File: src/rtl/reg_seq_pkg.sv
// rtl/reg_seq_pkg.sv - shared types, defaults and index check for the register sequencer
package reg_seq_pkg;

  localparam int DEF_DATA_W   = 9;
  localparam int DEF_IDX_W    = 3;
  localparam int DEF_NUM_REGS = 4;

  typedef enum logic [1:0] {
    OP_LOAD = 2'b00,
    OP_ADD  = 2'b01,
    OP_SUB  = 2'b10,
    OP_MOV  = 2'b11
  } op_e;

  typedef enum logic [2:0] {
    S_IDLE  = 3'd0,
    S_RD_A  = 3'd1,
    S_CAP_A = 3'd2,
    S_CAP_B = 3'd3,
    S_WB    = 3'd4
  } state_e;

  // Register 0 is reserved; valid indices are 1..num_regs.
  function automatic logic idx_legal(input int idx, input int num_regs);
    return (idx >= 1) && (idx <= num_regs);
  endfunction

endpackage

File: src/rtl/reg_seq_alu.sv
// rtl/reg_seq_alu.sv - unsigned add/sub/pass-through with carry/borrow flag
module reg_seq_alu
  import reg_seq_pkg::*;
#(
  parameter int DATA_W = DEF_DATA_W
) (
  input  logic [DATA_W-1:0] a,
  input  logic [DATA_W-1:0] b,
  input  op_e               op,
  output logic [DATA_W-1:0] y,
  output logic              ovf
);

  logic [DATA_W:0] w_sum;

  always_comb begin
    w_sum = '0;
    y     = '0;
    ovf   = 1'b0;
    case (op)
      OP_ADD: begin
        w_sum = {1'b0, a} + {1'b0, b};
        y     = w_sum[DATA_W-1:0];
        ovf   = w_sum[DATA_W];
      end
      OP_SUB: begin
        y   = a - b;
        ovf = (a < b);
      end
      default: begin
        y   = a;
        ovf = 1'b0;
      end
    endcase
  end

endmodule

File: src/rtl/reg_seq_ctrl.sv
// rtl/reg_seq_ctrl.sv - command sequencer driving the register file read and write ports
module reg_seq_ctrl
  import reg_seq_pkg::*;
#(
  parameter int DATA_W   = DEF_DATA_W,
  parameter int IDX_W    = DEF_IDX_W,
  parameter int NUM_REGS = DEF_NUM_REGS
) (
  input  logic              clk,
  input  logic              nrst,
  input  logic              cmd_valid,
  output logic              cmd_ready,
  input  logic [1:0]        cmd_op,
  input  logic [IDX_W-1:0]  cmd_src_a,
  input  logic [IDX_W-1:0]  cmd_src_b,
  input  logic [IDX_W-1:0]  cmd_dst,
  input  logic [DATA_W-1:0] cmd_imm,
  output logic              rf_write,
  output logic [IDX_W-1:0]  rf_reg_num,
  output logic [DATA_W-1:0] rf_op,
  output logic [IDX_W-1:0]  rf_reg_sel,
  input  logic [DATA_W-1:0] rf_reg_val,
  output logic              done,
  output logic              err,
  output logic              ovf,
  output logic [DATA_W-1:0] result
);

  state_e            r_state;
  state_e            w_next;
  op_e               r_op;
  logic [IDX_W-1:0]  r_src_a;
  logic [IDX_W-1:0]  r_src_b;
  logic [IDX_W-1:0]  r_dst;
  logic              r_err;
  logic [DATA_W-1:0] r_op_a;
  logic [DATA_W-1:0] r_result;
  logic              r_ovf;

  op_e               w_cmd_op;
  logic              w_accept;
  logic              w_need_a;
  logic              w_need_b;
  logic              w_illegal;
  logic [DATA_W-1:0] w_alu_y;
  logic              w_alu_ovf;

  assign w_cmd_op = op_e'(cmd_op);
  assign w_accept = cmd_valid && (r_state == S_IDLE);
  assign w_need_a = (w_cmd_op != OP_LOAD);
  assign w_need_b = (w_cmd_op == OP_ADD) || (w_cmd_op == OP_SUB);

  assign w_illegal = !idx_legal(int'(cmd_dst), NUM_REGS) ||
                     (w_need_a && !idx_legal(int'(cmd_src_a), NUM_REGS)) ||
                     (w_need_b && !idx_legal(int'(cmd_src_b), NUM_REGS));

  // Second operand comes straight off the read port during CAP_B.
  reg_seq_alu #(
    .DATA_W (DATA_W)
  ) u_alu (
    .a   (r_op_a),
    .b   (rf_reg_val),
    .op  (r_op),
    .y   (w_alu_y),
    .ovf (w_alu_ovf)
  );

  always_ff @(posedge clk or negedge nrst) begin
    if (!nrst) begin
      r_state <= S_IDLE;
    end else begin
      r_state <= w_next;
    end
  end

  always_comb begin
    w_next     = r_state;
    cmd_ready  = 1'b0;
    rf_reg_sel = '0;
    rf_write   = 1'b0;
    rf_reg_num = '0;
    rf_op      = '0;
    done       = 1'b0;
    err        = 1'b0;
    case (r_state)
      S_IDLE: begin
        cmd_ready = 1'b1;
        if (cmd_valid) begin
          w_next = (w_cmd_op == OP_LOAD || w_illegal) ? S_WB : S_RD_A;
        end
      end
      S_RD_A: begin
        rf_reg_sel = r_src_a;
        w_next     = S_CAP_A;
      end
      S_CAP_A: begin
        if (r_op == OP_MOV) begin
          w_next = S_WB;
        end else begin
          rf_reg_sel = r_src_b;
          w_next     = S_CAP_B;
        end
      end
      S_CAP_B: begin
        w_next = S_WB;
      end
      S_WB: begin
        rf_write   = ~r_err;
        rf_reg_num = r_dst;
        rf_op      = r_result;
        done       = 1'b1;
        err        = r_err;
        w_next     = S_IDLE;
      end
      default: begin
        w_next = S_IDLE;
      end
    endcase
  end

  // An illegal command leaves result/ovf untouched so the previous outcome stays visible.
  always_ff @(posedge clk or negedge nrst) begin
    if (!nrst) begin
      r_op     <= OP_LOAD;
      r_src_a  <= '0;
      r_src_b  <= '0;
      r_dst    <= '0;
      r_err    <= 1'b0;
      r_op_a   <= '0;
      r_result <= '0;
      r_ovf    <= 1'b0;
    end else begin
      if (w_accept) begin
        r_op    <= w_cmd_op;
        r_src_a <= cmd_src_a;
        r_src_b <= cmd_src_b;
        r_dst   <= cmd_dst;
        r_err   <= w_illegal;
        if (w_cmd_op == OP_LOAD && !w_illegal) begin
          r_result <= cmd_imm;
          r_ovf    <= 1'b0;
        end
      end
      if (r_state == S_CAP_A) begin
        r_op_a <= rf_reg_val;
        if (r_op == OP_MOV) begin
          r_result <= rf_reg_val;
          r_ovf    <= 1'b0;
        end
      end
      if (r_state == S_CAP_B) begin
        r_result <= w_alu_y;
        r_ovf    <= w_alu_ovf;
      end
    end
  end

  assign result = r_result;
  assign ovf    = r_ovf;

endmodule
File: config.mk
export PLATFORM = sky130hd
export DESIGN_NAME = reg_seq_ctrl
export DESIGN_NICKNAME = d
export VERILOG_FILES = /design/src/rtl/reg_seq_pkg.sv /design/src/rtl/reg_seq_alu.sv /design/src/rtl/reg_seq_ctrl.sv
export SDC_FILE = /design/constraint.sdc
export NUM_CORES = 1
export LEC_CHECK = 0
export CAP_MARGIN = 20
export CORE_MARGIN = 2
export CORE_UTILIZATION = 25
export DETAILED_ROUTE_END_ITERATION = 12
export GPL_ROUTABILITY_DRIVEN = 1
export SLEW_MARGIN = 30
export SYNTH_ARGS = -nofsm -noshare
export SYNTH_HDL_FRONTEND = slang
export SYNTH_HIERARCHICAL = 1
export SYNTH_SLANG_ARGS = --single-unit
File: constraint.sdc
create_clock -name clk -period 5 [get_ports clk]
set_input_delay 0.5 -clock clk [delete_from_list [all_inputs] [get_ports clk]]
set_output_delay 0.5 -clock clk [all_outputs]
set_load 0.05 [all_outputs]
==> metrics.cfg <==
[timing]
final_min_period_over_clock_period_pct=71.75
hold_ws_ns=0.5163
fin_tns_setup_ns=0
skew_ns=0.001425
max_freq_mhz=278.7
max-slew-margin-rel_pct=40.43
tightest_slew_ns=0.8902
period_needed_ns=3.588
setup_violations=0
hold_viol_final=0
slew_violations=0
rsz0062_at_grt=no

[yosys]
synth_nets=396
synth-seq-cells=34
synth_ff_type=dfrtp_1
synth_area_per_cell_um2=8.762
synthCells=341
async_reset_ff_share_pct=100.0
yosysWarningCount=6
yosysSeqAreaShare_pct=28.48
syn_area_um2=2988
synth_edf_count=0
yosysTopAreaCell=dfrtp_1
synth_area_leaders=dfrtp_1 28%, ha_1 8.8%, mux2_2 7.9%
synth_cell_types=62
synth.top_cell.area_share_pct=28.48

[layout]
finalNetCount=444
drive_above_1_share_pct=11.05
antenna_cells=0
syn_to_final_growth_pct=27.51
final_cell_area_um2=3810

[routing]
wl_per_cell_um=16.36
postRouteAntennaNets=0
via_count=2846
drt-pass1-iter-count=4
drtIter0Drc=125
via_per_inst=5.350
wl_mm=8.706
drc_errors=0

[global_route]
grt_pass1_wl_mm=14.86
grt_remaining_overflow=0
grt_pass1_vias=2926
grt_start_max_net_pins=35
antenna_found_initial=0
grt_use_total_pct=14.08

[placement]
place.gp.congestion=0.8371
place_area_um2=3677
dp_hpwl_mm=6.626
io_buffers=60

[worst_setup_path]
required_ns=4.50
endpoint_kind=output port
startpoint_type=flop
path_class=flop to output port
crit_fanout=22
crit_arrival_ns=3.09

[power]
seq_power_share_pct=22.5
switching_share_pct=50.01
power_switching_mw=1.229
p_leak_nw=1.572
vdd_drop_max_v=0.0003802
combPwrFrac_pct=65.7
power_density_nw_per_um2=645.2
p_int_mw=1.229
clock_power_share_pct=11.7
power_mw=2.458

[die]
core-area_um2=11560
die_h_um=113.3
die_x_um=113.3
initial_core_util_pct=25.84
io_pins=61
die_area_um2=12840
rows=39

[min_path]
hp-class=flop to flop

[clocking]
cts_buffers=5
htreeDepth=2
cts_sinks=34
cts_setup_buffers=0
cts_tree=done
cts_resized=0
cts.hold.buffers_added=0
clock_latency_ns=0.27
cts_root_buffer=clkbuf_16
clock_path_buffers=2
clk_pin_slew_ns=0.05

[run]
cap_violations=0

[status]
outcome=completed

cells in the mapped netlist, drive strengths merged (2+ instances only):
cell,n
dfrtp,34
nor2,27
mux2,23
ha,21
inv,21
a21oi,20
nand2,18
and3,13
nor3,13
o211ai,13
a31oi,12
buf,11
clkbuf,11
nor2b,10
o21ai,10
nand4,9
nand2b,6
nor3b,6
a211oi,5
a21o,4
a221oi,4
o31ai,4
a22o,3
a311oi,3
and2,3
nand3,3
nand3b,3
o21a,3
a211o,2
a221o,2
a22oi,2
fa,2
mux2i,2
o22ai,2
or3,2
critical path, cell delays in order (launching register included):
cell and delay [ns]:
dfrtp_1 0.63, nor3b_2 0.77, nor2b_1 0.39, a22o_1 0.20
clkdlybuf4s50_1 0.81
area by class of cell:
type,count,area (µm²)
Clock buffer,7,132.6
Fill cell,1163,7755
Inverter,22,83.83
Multi-Input combinational cell,263,1941
Sequential cell,34,850.8
Tap cell,143,178.9
Timing Repair Buffer,63,623.1
cells in the final DEF, fill, tap and decap left out, types with 3 or more instances in the layout:
cell type / Yosys / layout
clkdlybuf4s50_1: 0 / 60
dfrtp_1: 34 / 34
nor2_1: 27 / 27
mux2_2: 21 / 21
ha_1: 21 / 21
inv_1: 20 / 20
a21oi_1: 19 / 19
nand2_1: 18 / 18
and3_1: 13 / 13
nor3_1: 13 / 13
o211ai_1: 13 / 13
a31oi_1: 12 / 12
nor2b_1: 10 / 10
o21ai_0: 8 / 8
nand4_1: 8 / 8
nor3b_1: 5 / 5
clkbuf_16: 0 / 5
nand2b_1: 5 / 5
a211oi_1: 5 / 5
o31ai_1: 4 / 4
and2_1: 3 / 3
nand3b_1: 3 / 3
a22o_1: 3 / 3
o21a_1: 3 / 3
a21o_1: 3 / 3
buf_4: 2 / 3
nand3_1: 3 / 3
a221oi_1: 3 / 3
power by group through the flow:
stage | Clock [mW] | Sequential, mW | Combinational (mW)
after floorplan | 0 | 0.613 | 1.11
after global placement | 0 | 0.556 | 1.58
after detailed placement | 0 | 0.555 | 1.60
after CTS | 0.296 | 0.553 | 1.61
after global routing | 0.304 | 0.580 | 1.76
final | 0.288 | 0.554 | 1.62
metal layers:
metal,share of wire [%],vias to the layer above,global-route usage (%)
li1,-,1358,-
met1,44,1371,18.31
met2,48,101,23.59
met3,5.1,16,2.357
met4,2.1,0,5.041
met5,0,-,0
cell families after synthesis:
group                      Yosys count  synth area share, %
buffers and inverters               44                6.574
AOI/OAI and AO/OA                   95                22.57
adders and majority gates           23                10.13
muxes                               25                9.338
and+or+nand+nor                    120                22.91
DFF                                 34                28.48
through the flow:
stage / utilization, % / worst slack [ns] / cells
2_1_floorplan: - / 2.534 / 341
3_3_place_gp: 31.80 / 1.755 / 525
3_5_place_dp: 31.80 / 1.688 / 525
4_1_cts: 32.94 / 1.367 / 532
5_1_grt: 32.94 / 1.162 / 532
6_report: 32.94 / 1.412 / 532
worst paths after layout:
| kind | slack, ns | to | start | cells past startpoint |
|---|---|---|---|---|
| max | 1.41 | rf_reg_sel[1] | r_state[2]$_DFFE_PN0P_ | 4 |
| min | 0.52 | r_src_b[2]$_DFFE_PN0P_ | r_src_b[2]$_DFFE_PN0P_ | 1 |
| max reg2reg | 2.57 | result[5]$_DFF_PN0_ | r_op[0]$_DFFE_PN0P_ | 8 |
| min reg2reg | 0.52 | r_src_b[2]$_DFFE_PN0P_ | r_src_b[2]$_DFFE_PN0P_ | 1 |
| max in group asynchronous | 4.04 | r_dst[0]$_DFFE_PN0P_ | nrst | 2 |
| min in group asynchronous | 0.64 | r_op_a[0]$_DFFE_PN0P_ | nrst | 2 |
sequential cells by signal (all words and copies together), names as in the netlist:
register  cells
r_op_a        9
result        9
r_dst         3
r_src_a       3
r_src_b       3
r_state       3
r_op          2
ovf           1
r_err         1
(Power assumes the default switching activity.)
